$ cat config.mk
export PLATFORM = sky130hd
export DESIGN_NAME = key_sw_io_flat
export DESIGN_NICKNAME = d
export VERILOG_FILES = /design/src/rtl/io_pkg.sv /design/src/rtl/key_sw_io_if.sv /design/src/rtl/io_debounce.sv /design/src/rtl/key_sw_io.sv /design/src/flat_wrapper.sv
export SDC_FILE = /design/constraint.sdc
export NUM_CORES = 1
export LEC_CHECK = 0
export CAP_MARGIN = 30
export CORE_MARGIN = 2
export CORE_UTILIZATION = 45
export DETAILED_ROUTE_END_ITERATION = 10
export PLACE_DENSITY = 0.8
export SLEW_MARGIN = 30
export SYNTH_ARGS = -nofsm -noshare
export SYNTH_HDL_FRONTEND = slang
export SYNTH_HIERARCHICAL = 1
export SYNTH_SLANG_ARGS = --single-unit
$ cat constraint.sdc
create_clock -name clk -period 4.6 [get_ports clk]
set_input_delay 1.15 -clock clk [delete_from_list [all_inputs] [get_ports clk]]
set_output_delay 1.15 -clock clk [all_outputs]
set_load 0.02 [all_outputs]
$ cat src/rtl/io_pkg.sv
// Shared constants and helpers for the key/switch input device: register map,
// control-register bit positions and the per-device flag update rule.
package io_pkg;

    localparam int DBITS = 32;

    localparam logic [31:0] KDATA_ADDR = 32'hFFFF_F080;
    localparam logic [31:0] KCTRL_ADDR = 32'hFFFF_F084;
    localparam logic [31:0] SDATA_ADDR = 32'hFFFF_F090;
    localparam logic [31:0] SCTRL_ADDR = 32'hFFFF_F094;

    localparam int RDY_BIT = 0;
    localparam int OVR_BIT = 2;
    localparam int IE_BIT  = 8;

    typedef enum logic [2:0] {
        REG_NONE,
        REG_KDATA,
        REG_KCTRL,
        REG_SDATA,
        REG_SCTRL
    } reg_sel_e;

    typedef struct packed {
        logic rdy;
        logic ovr;
        logic ie;
    } dev_flags_t;

    // A commit in the same cycle as a data read keeps ready set; an
    // overrun-clear write beats a simultaneous overrun set.
    function automatic dev_flags_t next_flags(input dev_flags_t cur,
                                              input logic       chg,
                                              input logic       data_read,
                                              input logic       ctrl_write,
                                              input logic       wr_ovr,
                                              input logic       wr_ie);
        dev_flags_t nxt;
        nxt = cur;
        if (chg) begin
            nxt.rdy = 1'b1;
            if (cur.rdy && !data_read) nxt.ovr = 1'b1;
        end else if (data_read) begin
            nxt.rdy = 1'b0;
        end
        if (ctrl_write) begin
            nxt.ie = wr_ie;
            if (!wr_ovr) nxt.ovr = 1'b0;
        end
        return nxt;
    endfunction

    function automatic logic [31:0] ctrl_word(input dev_flags_t f);
        logic [31:0] w;
        w          = '0;
        w[RDY_BIT] = f.rdy;
        w[OVR_BIT] = f.ovr;
        w[IE_BIT]  = f.ie;
        return w;
    endfunction

endpackage

$ cat src/rtl/key_sw_io_if.sv
// MEM-stage data-bus port of the key/switch device; the CPU side is the
// master, the device is the slave.
interface key_sw_io_if #(
    parameter int DBITS = io_pkg::DBITS
);
    logic [DBITS-1:0] addr;
    logic             rd_en;
    logic             wr_en;
    logic [DBITS-1:0] wrdata;
    logic [DBITS-1:0] rddata;
    logic             sel;
    logic             intr;

    modport master (
        output addr, rd_en, wr_en, wrdata,
        input  rddata, sel, intr
    );

    modport slave (
        input  addr, rd_en, wr_en, wrdata,
        output rddata, sel, intr
    );
endinterface

$ cat src/rtl/io_debounce.sv
// Two-flop synchronizer followed by a stable-count debouncer; raises a
// one-cycle chg in the cycle the debounced data register takes a new value.
module io_debounce #(
    parameter int WIDTH           = 1,
    parameter int DEBOUNCE_CYCLES = 1
) (
    input  logic             clk,
    input  logic             reset_n,
    input  logic [WIDTH-1:0] raw,
    output logic [WIDTH-1:0] data,
    output logic             chg
);

    localparam int CW = (DEBOUNCE_CYCLES > 1) ? $clog2(DEBOUNCE_CYCLES) : 1;
    localparam logic [CW-1:0] TERM = CW'(DEBOUNCE_CYCLES - 1);

    logic [WIDTH-1:0] sync_q1;
    logic [WIDTH-1:0] sync_q2;
    logic [WIDTH-1:0] cand;
    logic [CW-1:0]    cnt;

    // chg is combinational so ready can set on the same edge data commits.
    assign chg = (sync_q2 == cand) && (cnt == TERM) && (cand != data);

    always_ff @(posedge clk or negedge reset_n) begin
        if (!reset_n) begin
            sync_q1 <= '0;
            sync_q2 <= '0;
            cand    <= '0;
            cnt     <= '0;
            data    <= '0;
        end else begin
            // NOTE: non-blocking so every flop samples the pre-edge value of
            // the one before it; blocking would collapse the synchronizer.
            sync_q1 <= raw;
            sync_q2 <= sync_q1;
            if (sync_q2 != cand) begin
                cand <= sync_q2;
                cnt  <= '0;
            end else if (cnt < TERM) begin
                cnt <= cnt + CW'(1);
            end else if (chg) begin
                data <= cand;
            end
        end
    end

endmodule

$ cat src/rtl/key_sw_io.sv
// Memory-mapped key/switch input device: debounced data registers with
// ready/overrun/interrupt-enable flags per device on the MEM-stage bus.
module key_sw_io #(
    parameter int DBITS           = io_pkg::DBITS,
    parameter int KEYBITS         = 4,
    parameter int SWBITS          = 10,
    parameter int DEBOUNCE_CYCLES = 100000
) (
    input  logic               clk,
    input  logic               reset_n,
    input  logic [KEYBITS-1:0] KEY,
    input  logic [SWBITS-1:0]  SW,
    key_sw_io_if.slave         bus
);
    import io_pkg::*;

    logic [KEYBITS-1:0] kdata;
    logic [SWBITS-1:0]  sdata;
    logic               kchg;
    logic               schg;
    dev_flags_t         kflags;
    dev_flags_t         sflags;
    reg_sel_e           reg_sel;
    logic               unused_wrdata;

    io_debounce #(.WIDTH(KEYBITS), .DEBOUNCE_CYCLES(DEBOUNCE_CYCLES)) u_key_db (
        .clk     (clk),
        .reset_n (reset_n),
        .raw     (~KEY),
        .data    (kdata),
        .chg     (kchg)
    );

    io_debounce #(.WIDTH(SWBITS), .DEBOUNCE_CYCLES(DEBOUNCE_CYCLES)) u_sw_db (
        .clk     (clk),
        .reset_n (reset_n),
        .raw     (SW),
        .data    (sdata),
        .chg     (schg)
    );

    always_comb begin
        reg_sel = REG_NONE;
        if      (bus.addr == DBITS'(KDATA_ADDR)) reg_sel = REG_KDATA;
        else if (bus.addr == DBITS'(KCTRL_ADDR)) reg_sel = REG_KCTRL;
        else if (bus.addr == DBITS'(SDATA_ADDR)) reg_sel = REG_SDATA;
        else if (bus.addr == DBITS'(SCTRL_ADDR)) reg_sel = REG_SCTRL;
    end

    assign bus.sel = (reg_sel != REG_NONE);

    always_comb begin
        // NOTE: default assigned first so every path drives rddata and no
        // latch is inferred.
        bus.rddata = '0;
        if (bus.rd_en) begin
            case (reg_sel)
                REG_KDATA: bus.rddata = DBITS'(kdata);
                REG_KCTRL: bus.rddata = DBITS'(ctrl_word(kflags));
                REG_SDATA: bus.rddata = DBITS'(sdata);
                REG_SCTRL: bus.rddata = DBITS'(ctrl_word(sflags));
                default:   bus.rddata = '0;
            endcase
        end
    end

    always_ff @(posedge clk or negedge reset_n) begin
        if (!reset_n) begin
            kflags   <= '0;
            sflags   <= '0;
            bus.intr <= 1'b0;
        end else begin
            kflags <= next_flags(kflags, kchg,
                                 bus.rd_en && (reg_sel == REG_KDATA),
                                 bus.wr_en && (reg_sel == REG_KCTRL),
                                 bus.wrdata[OVR_BIT], bus.wrdata[IE_BIT]);
            sflags <= next_flags(sflags, schg,
                                 bus.rd_en && (reg_sel == REG_SDATA),
                                 bus.wr_en && (reg_sel == REG_SCTRL),
                                 bus.wrdata[OVR_BIT], bus.wrdata[IE_BIT]);
            bus.intr <= (kflags.rdy & kflags.ie) | (sflags.rdy & sflags.ie);
        end
    end

    // Only the overrun and IE bits of a store carry meaning.
    assign unused_wrdata = ^{bus.wrdata[DBITS-1:IE_BIT+1],
                             bus.wrdata[IE_BIT-1:OVR_BIT+1],
                             bus.wrdata[OVR_BIT-1:0]};

endmodule
$ cat src/flat_wrapper.sv
// flat-port wrapper written by rule: the top's interface ports become plain ports
module key_sw_io_flat import io_pkg::*;
#(
    parameter int DBITS           = io_pkg::DBITS,
    parameter int KEYBITS         = 4,
    parameter int SWBITS          = 10,
    parameter int DEBOUNCE_CYCLES = 100000
)
  (clk, reset_n, KEY, SW, bus_addr, bus_rd_en, bus_wr_en, bus_wrdata, bus_rddata, bus_sel, bus_intr);
  key_sw_io_if #(.DBITS(DBITS)) bus_i ();
  input  logic clk;
  input  logic reset_n;
  input  logic [KEYBITS-1:0] KEY;
  input  logic [SWBITS-1:0] SW;
  input wire logic [$bits(bus_i.addr)-1:0] bus_addr;
  input wire logic [$bits(bus_i.rd_en)-1:0] bus_rd_en;
  input wire logic [$bits(bus_i.wr_en)-1:0] bus_wr_en;
  input wire logic [$bits(bus_i.wrdata)-1:0] bus_wrdata;
  output wire logic [$bits(bus_i.rddata)-1:0] bus_rddata;
  output wire logic [$bits(bus_i.sel)-1:0] bus_sel;
  output wire logic [$bits(bus_i.intr)-1:0] bus_intr;
  assign bus_i.addr = bus_addr;
  assign bus_i.rd_en = bus_rd_en;
  assign bus_i.wr_en = bus_wr_en;
  assign bus_i.wrdata = bus_wrdata;
  assign bus_rddata = bus_i.rddata;
  assign bus_sel = bus_i.sel;
  assign bus_intr = bus_i.intr;
  key_sw_io #(.DBITS(DBITS), .KEYBITS(KEYBITS), .SWBITS(SWBITS), .DEBOUNCE_CYCLES(DEBOUNCE_CYCLES)) u_core (.clk(clk), .reset_n(reset_n), .KEY(KEY), .SW(SW), .bus(bus_i));
endmodule
Yosys cells after proc, flatten, opt, wreduce, memory -nomap -nowiden --
Index checks and enable logic that the tools add are counted. W data, S select, Z words.
Word-level totals: register bits after elaboration 97, output and inout port bits 34
Cells by class: $add $sub $neg 2, $lt $le $gt $ge 2, eq/ne operators 16, mux-type cells 22, bitwise logic cells 8, reductions and logical operators 19
Operator list (number):
- $eq A32 B32 Y1 const B | 4
- $mux W17 | 4
- $pmux W10 S4 | 1
- $add A17 B1 Y17 const B | 2
- $eq A17 B17 Y1 const B | 2
- $lt A17 B17 Y1 const B | 2
- $mux W32 | 1
- $ne A10 B10 Y1 | 2
- $mux W3 | 4
- $eq A10 B10 Y1 | 1
- $logic_and A1 B1 Y1 | 10
- $mux W1 | 10
- $ne A4 B4 Y1 | 2
- $reduce_bool A2 Y1 | 4
- $eq A3 B2 Y1 const B | 2
- $reduce_and A3 Y1 | 2
- $eq A4 B4 Y1 | 1
- $mux W2 | 2
- $not A1 Y1 | 4
- $not A4 Y4 | 1
- $eq A3 B1 Y1 const B | 1
- $eq A3 B3 Y1 const B | 1
- $reduce_bool A3 Y1 | 1
- $and A1 B1 Y1 | 2
- 2 further kinds | 3

Longest topological paths before layout --
Gate-level depths: netlist of run 1.
depth in word-level cells 13, mapped depth 8, gate-level depth less buffers 7

Cells and area by module --
Netlist of run 1, hierarchy kept.
By module, submodules not included:
- io_debounce (u_core.u_sw_db) | instances 1, cells an instance 201, area an instance 2434.8 um2
- io_debounce (u_core.u_key_db) | instances 1, cells an instance 134, area an instance 1535.2 um2
- key_sw_io | instances 1, cells an instance 105, area an instance 838.3 um2

Worst setup path before layout of run 1 --
Ideal clock, no wire load.
path kind in2out, start point input port bus_addr[1], end point output port bus_rddata[0], data arrival time 2.732 ns, data required time 3.450 ns, setup slack 0.718 ns, stages 5, path buffers 1, cells stage by stage or4_4 buf_6 nor4_4 nand3_1 a21oi_1
Between the ends: longest elaborated chain between the ends 8
Ends and longest elaborated chain:
- from (decl) | RTL line flat_wrapper.sv:15 | input wire logic [$bits(bus_i.addr)-1:0] bus_addr;
- $eq A32 B32 Y1 | RTL line key_sw_io.sv:47 | else if (bus.addr == DBITS'(SCTRL_ADDR)) reg_sel = REG_SCTRL;
- $mux W3 | RTL line key_sw_io.sv:47
- $mux W3 | RTL line key_sw_io.sv:46 | else if (bus.addr == DBITS'(SDATA_ADDR)) reg_sel = REG_SDATA;
- $mux W3 | RTL line key_sw_io.sv:45 | else if (bus.addr == DBITS'(KCTRL_ADDR)) reg_sel = REG_KCTRL;
- $mux W3 (*) | RTL line key_sw_io.sv:44 | if (bus.addr == DBITS'(KDATA_ADDR)) reg_sel = REG_KDATA;
- $eq A3 B3 Y1 (tied with other cells) | RTL line key_sw_io.sv:57 | case (reg_sel)
- $pmux W10 S4 (*) | RTL line key_sw_io.sv:57
- $mux W32 (*) | RTL line key_sw_io.sv:56 | if (bus.rd_en) begin
- to (decl) | RTL line flat_wrapper.sv:19 | output wire logic [$bits(bus_i.rddata)-1:0] bus_rddata;
Every way passes the cells marked *; elsewhere a longest branch is shown, timed or not.

Worst setup path after layout of run 1 --
start point input port bus_addr[1], end point output port bus_rddata[2]
Same word-level chain as after synthesis.

==> impl_metrics.ini, run 1 <==
[pwr]
p_switching_uw = 372
power.share.switching_pct = 24.7
p_leak_uw = 0.00242
pwr-share-clk_pct = 33.6
p_seq_share_pct = 58.8
powerDensity_mw_per_mm2 = 267
combPwrFrac_pct = 7.6
peakVddDrop_uv = 189
intPower_uw = 1130

[timing]
worst_pin_slew_ns = 0.804
fin_tns_setup_ns = 0
maxSlewViolCount = 0
setup_viol = 0
fin_ws_ns = 0.149
clock_skew_ns = 0.0163
fin_crit_ns = 4.45
slew_headroom_pct = 46.2
fmax_mhz = 225
min_period_over_period_pct = 96.8
finalHoldViolations = 0
rsz0062_at_grt = no

[routing]
route.detailed.drc = 0
ant_nets = 0
dr_wl_met3_um = 650
dr.first_iter.drc_count = 254
routed.top_layer = met4
vias = 3435
wirelength_um = 9320
wl_per_cell_um = 14.7
vias_per_cell = 5.43
firstDrtPassIters = 5
wl_met1_um = 4030
route.met2.wl_um = 4510

[worst_setup_path]
cp_max_fo = 6
criticalPathCategory = in -> out
crit_start = bus_addr[1]
endpoint = bus_rddata[2]
cp.required_ns = 3.45
r2r-start = u_core/u_sw_db/cnt[5]$_DFFE_PN0P_
critPathArrivalTime_ns = 3.30
reg2reg_depth = 5
crit_path_start_kind = input pin
r2r_slack_ns = 1.59
crit_path_end_kind = output pin
r2r-end = u_core/u_sw_db/data[3]$_DFFE_PN0P_

[clock_tree]
cts-root-buf = clkbuf_8
htreeDepth = 3
cts.sinks = 97
tritoncts = done
clkLatencyLatePin_ns = 0.35
cts_buffer_depth = 2
hold_buffers = 0
numCtsBuffers = 9
clk_pin_slew_ns = 0.10

[placement]
dp_hpwl_um = 6640
gp_congestion = 0.888
pre_cts_ws_ns = -0.137
io_buffers = 63

[final_layout]
seqCellArea_mm2 = 0.00243
drive_gt1_share_pct = 11.3
fillerInstances = 872
antennaDiodeCount = 0
final_cell_mix = dfrtp_1 (97), clkdlybuf4s50_1 (51), nor2_1 (35)
final_common_cell = dfrtp_1
nets = 576
area_delta_synth_final_pct = 17.3
multi_input_comb_area_mm2 = 0.00210

[floorplan]
die_w_um = 107
initial_core_util_pct = 46.4
core_area_mm2 = 0.0104
die-area_mm2 = 0.0115
die_h_um = 107
num_rows = 37
io_pins = 116

[synth]
syn_area_mm2 = 0.00481
ys_warn_count = 6
ys.flop_type = dfrtp_1
synthDistinctLibCells = 56
syn_avg_cell_area_um2 = 10.9
async_flop_share_pct = 100
yosysSeqAreaShare_pct = 50.5
synthCells = 440
ys_ff_latch = 97
synth_edf_count = 0

[min_path]
hold_class = reg -> reg

[grt]
grt_usage_pct = 16.4
grt_max_degree = 72
grt_overflow = 0
grt_pass1_vias = 3232
grt_pass1_wl_um = 15200
antenna_found_initial = 0

[job]
cap_violations = 0

[outcome]
status = finished clean
## metrics by stage
step | utilization (%) | power, uW | hold slack (ns) | area [um2] | instances
floorplan | - | 963 | 0.331 | 4890 | 461
detailed placement | 52.3 | 1020 | 0.335 | 5430 | 616
global placement | 52.3 | 1010 | 0.333 | 5420 | 616
finish | 54.4 | 1510 | 0.355 | 5640 | 633
CTS | 54.0 | 1510 | 0.357 | 5600 | 632
global route | 54.4 | 1570 | 0.361 | 5640 | 633
## worst min path at each step
stage	from	endpoint	slack [ns]	cells after the start
after floorplan	u_core/u_key_db/sync_q1[0]$_DFF_PN0_	u_core/u_key_db/sync_q2[0]$_DFF_PN0_	0.33	0
after global placement	u_core/u_sw_db/sync_q1[6]$_DFF_PN0_	u_core/u_sw_db/sync_q2[6]$_DFF_PN0_	0.33	0
after detailed placement	u_core/u_sw_db/sync_q1[5]$_DFF_PN0_	u_core/u_sw_db/sync_q2[5]$_DFF_PN0_	0.33	0
after CTS	u_core/u_sw_db/sync_q1[8]$_DFF_PN0_	u_core/u_sw_db/sync_q2[8]$_DFF_PN0_	0.36	0
after global routing	u_core/u_sw_db/sync_q1[7]$_DFF_PN0_	u_core/u_sw_db/sync_q2[7]$_DFF_PN0_	0.36	0
final	u_core/u_sw_db/sync_q1[7]$_DFF_PN0_	u_core/u_sw_db/sync_q2[7]$_DFF_PN0_	0.36	0
## critical path, cell delays in order
cell and delay [ns]:
clkdlybuf4s50_1 0.39, or4_4 0.60, nor4_4 0.32, nand3_1 0.19, a21oi_1 0.27, dlygate4sd2_1 0.37
## per-layer routing
metal	global-route usage, %	vias to the layer above
met5	0	-
met4	5.22	0
met3	3.09	11
met2	27.2	133
met1	21.8	1668
li1	-	1623
## flip-flops by register name (all words and copies together), names as in the netlist, 10 cells and up
signal	count
u_core/u_key_db/cnt	17
u_core/u_sw_db/cnt	17
u_core/u_sw_db/cand	10
u_core/u_sw_db/data	10
u_core/u_sw_db/sync_q1	10
u_core/u_sw_db/sync_q2	10
## cells in the mapped netlist (4+ instances only)
cell type	number	share of area [%]
inv_1	16	1.2
xnor2_1	26	4.7
clkbuf_1	22	1.7
o21ai_0	5	0.52
mux2_4	11	3.4
o41ai_1	4	0.73
nand4b_1	5	0.91
nor3_1	5	0.52
nand4_1	18	2.3
o211ai_1	5	0.78
o31ai_1	11	1.7
or4_1	11	1.7
a21oi_1	19	2.0
nand2_1	20	1.6
xor2_1	22	4.0
buf_6	5	1.2
buf_4	22	3.4
and2_1	7	0.91
o311ai_0	4	0.73
mux2_2	4	0.94
dfrtp_1	97	50
nand3_1	9	0.94
nor2_1	35	2.7
## cells by family after synthesis
kind of cell    Yosys count  synth area share [%]
compound gates           71                  10.4
xor+xnor                 48                  8.74
fa+ha+maj                 2                 0.520
buf+inv                  66                  7.68
flops                    97                  50.5
mux                      16                  4.58
other cells               1                0.0780
simple gates            139                  17.5
## timing repair
action,in CTS,in global routing
resized for setup,5,7
buffers inserted,0,0
setup endpoints to repair,5,6
pin swaps,0,1
## power by group through the flow
stage          clock network [uW]  registers [uW]  logic, uW
2_1_floorplan                   0             899       64.0
3_3_place_gp                    0             901        111
3_5_place_dp                    0             902        113
4_1_cts                       516             885        113
5_1_grt                       553             888        127
6_report                      506             885        114
## area by class of cell
cell class              instances  share of cell area [%]
clock buffers                  10                    2.26
multi-input cells             298                    37.2
clock inverters                 6                   0.865
inverters                      16                    1.07
flip-flops and latches         97                    43.0
repair buffers                 70                    12.6
well taps                     136                    3.02
(Power assumes the default switching activity.)
==> run 2: changes to the inputs <==
--- a/config.mk
+++ b/config.mk
@@ -9,7 +9,10 @@
 export CORE_MARGIN = 2
 export CORE_UTILIZATION = 45
 export DETAILED_ROUTE_END_ITERATION = 10
+export GPL_TIMING_DRIVEN = 0
 export PLACE_DENSITY = 0.8
+export REMOVE_ABC_BUFFERS = 1
+export SKIP_CTS_REPAIR_TIMING = 1
 export SLEW_MARGIN = 30
 export SYNTH_ARGS = -nofsm -noshare
 export SYNTH_HDL_FRONTEND = slang
==> run 2 against run 1 <==
  * Maximum frequency down 1.7%
  * Critical path type unchanged
  * Total power up 1.9%
  * Sequential cell count unchanged
  * Largest power group unchanged
  * Cell count down 0.32%
  * Count of clock-buffer cells in the layout unchanged
  * Register-to-register slack about the same
  * Critical endpoint is now bus_sel
  * Clock skew about the same
==> impl_metrics.ini, run 2 (synthesis results as in run 1) <==
[min_path]
worstHoldStart = u_core/u_sw_db/sync_q1[5]$_DFF_PN0_
hold_class = reg -> reg

[timing]
finalHoldViolations = 0
rsz0062_at_grt = no
fmax_mhz = 221
fin_tns_setup_ns = 0
min_period_over_period_pct = 98.4
setup_viol = 0
worst_pin_slew_ns = 0.809
fin_crit_ns = 4.53
slew_headroom_pct = 45.9
clock_skew_ns = 0.0164
maxSlewViolCount = 0

[worst_setup_path]
cp.required_ns = 3.45
crit_slowest_cell = or4_4
criticalPathCategory = in -> out
crit_path_end_kind = output pin
crit_chain = clkdlybuf4s50_1 -> or4_4 -> nor4_4 -> and2_2 -> clkdlybuf4s50_1
critical_path.max_stage_delay_ns = 0.62
r2r-start = u_core/u_sw_db/cnt[5]$_DFFE_PN0P_
cp_max_fo = 6
critPathBufInv = 2
crit_top_cell = clkdlybuf4s50_1
crit_start = bus_addr[1]
critPathArrivalTime_ns = 3.38
crit_path_start_kind = input pin
path_delay_family = simple AND/OR/NAND/NOR gates

[final_layout]
final_area_mm2 = 0.00570
drive_gt1_share_pct = 11.9
fillerInstances = 889
final_cell_mix = dfrtp_1 (97), clkdlybuf4s50_1 (51), nor2_1 (35)
area_delta_synth_final_pct = 18.5
nets = 576
final_common_cell = dfrtp_1
antennaDiodeCount = 0
largest_registers = u_core/u_key_db/cnt x17, u_core/u_sw_db/cnt x17

[floorplan]
initial_core_util_pct = 46.4
io_pins = 116
die_w_um = 107
num_rows = 37
die_h_um = 107
core_area_mm2 = 0.0104
die-area_mm2 = 0.0115

[clock_tree]
htreeDepth = 3
tritoncts = done
clk_pin_slew_ns = 0.08
numCtsBuffers = 9
clkLatencyLatePin_ns = 0.36
cts_buffer_depth = 2
cts-root-buf = clkbuf_8
cts.sinks = 97

[outcome]
status = finished clean

[placement]
io_buffers = 63
dp_hpwl_um = 6890
gp_congestion = 0.896
dpl_cell_area_mm2 = 0.00541

[routing]
dr.first_iter.drc_count = 233
firstDrtPassIters = 5
wl_per_cell_um = 15.3
route.detailed.drc = 0
ant_nets = 0
vias = 3442
vias_per_cell = 5.45
wirelength_um = 9660

[grt]
grt_pass1_vias = 3347
grt_max_degree = 58
grt_overflow = 0
grt_pass1_wl_um = 15900
grt_usage_pct = 17.3
antenna_found_initial = 0

[pwr]
peakVddDrop_uv = 224
p_leak_uw = 0.00250
power_uw = 1530
powerDensity_mw_per_mm2 = 269

[job]
cap_violations = 0
==> run 2: cell types whose count changed in the layout (fill, tap and decap cells not counted), moves of 3 or more <==
cell            before  now
a21oi_1             18   15
a21oi_2              1    4
dlygate4sd2_1        5    0
dlymetal6s2s_1       6   11
==> run 2: worst register-to-register path, cell delays in order, from the launching register on <==
cell and delay, ns:
dfrtp_1 0.48, or4b_4 0.56, or4_1 0.56, a21o_1 0.23, a2111o_1 0.67, mux2_4 0.39
==> run 2: path summary, 6_finish.rpt <==
kind,end,cells after the start,slack [ns]
max,bus_sel,5,0.07
min,u_core/u_sw_db/sync_q2[5]$_DFF_PN0_,0,0.35
max reg2reg,u_core/u_sw_db/data[5]$_DFFE_PN0P_,5,1.58
min reg2reg,u_core/u_sw_db/sync_q2[5]$_DFF_PN0_,0,0.35
max in group asynchronous,u_core/u_key_db/cnt[3]$_DFFE_PN0P_,2,3.32
min in group asynchronous,u_core/u_sw_db/data[7]$_DFFE_PN0P_,1,0.68
==> run 2: cell type report <==
class	instances	area, um2	share of cell area, %
sequential	97	2430	42.6
multi-input combinational	298	2130	37.3
timing repair buffer	70	732	12.8
tap	136	170	2.99
clock buffer	10	128	2.24
inverter	16	60.1	1.05
clock inverter	4	55.1	0.966
==> run 2: metal layers <==
layer	global-route usage (%)	vias to the layer above	wire length, um	share of wire, %
met3	2.78	11	616	6.4
met2	28.8	133	4680	48
li1	-	1635	-	-
met5	0	-	0	0
met1	22.7	1663	4200	44
met4	7.14	0	161	1.7
==> run 2: per-stage QoR <==
stage | instances | setup WS [ns] | hold WS [ns] | util (%)
4_1_cts | 625 | -0.364 | 0.355 | 53.9
5_1_grt | 631 | 0.0297 | 0.359 | 54.9
6_report | 631 | 0.0729 | 0.355 | 54.9
3_5_place_dp | 611 | -0.346 | 0.336 | 52.2
3_3_place_gp | 610 | -0.994 | 0.332 | 51.9
2_1_floorplan | 411 | 0.777 | 0.331 | -
==> run 2: where the power goes <==
| part | internal (uW) | switching, uW |
|---|---|---|
| sequential | 871 | 14.0 |
| combinational | 57.5 | 57.9 |
| clock | 249 | 284 |
| total | 1180 | 356 |
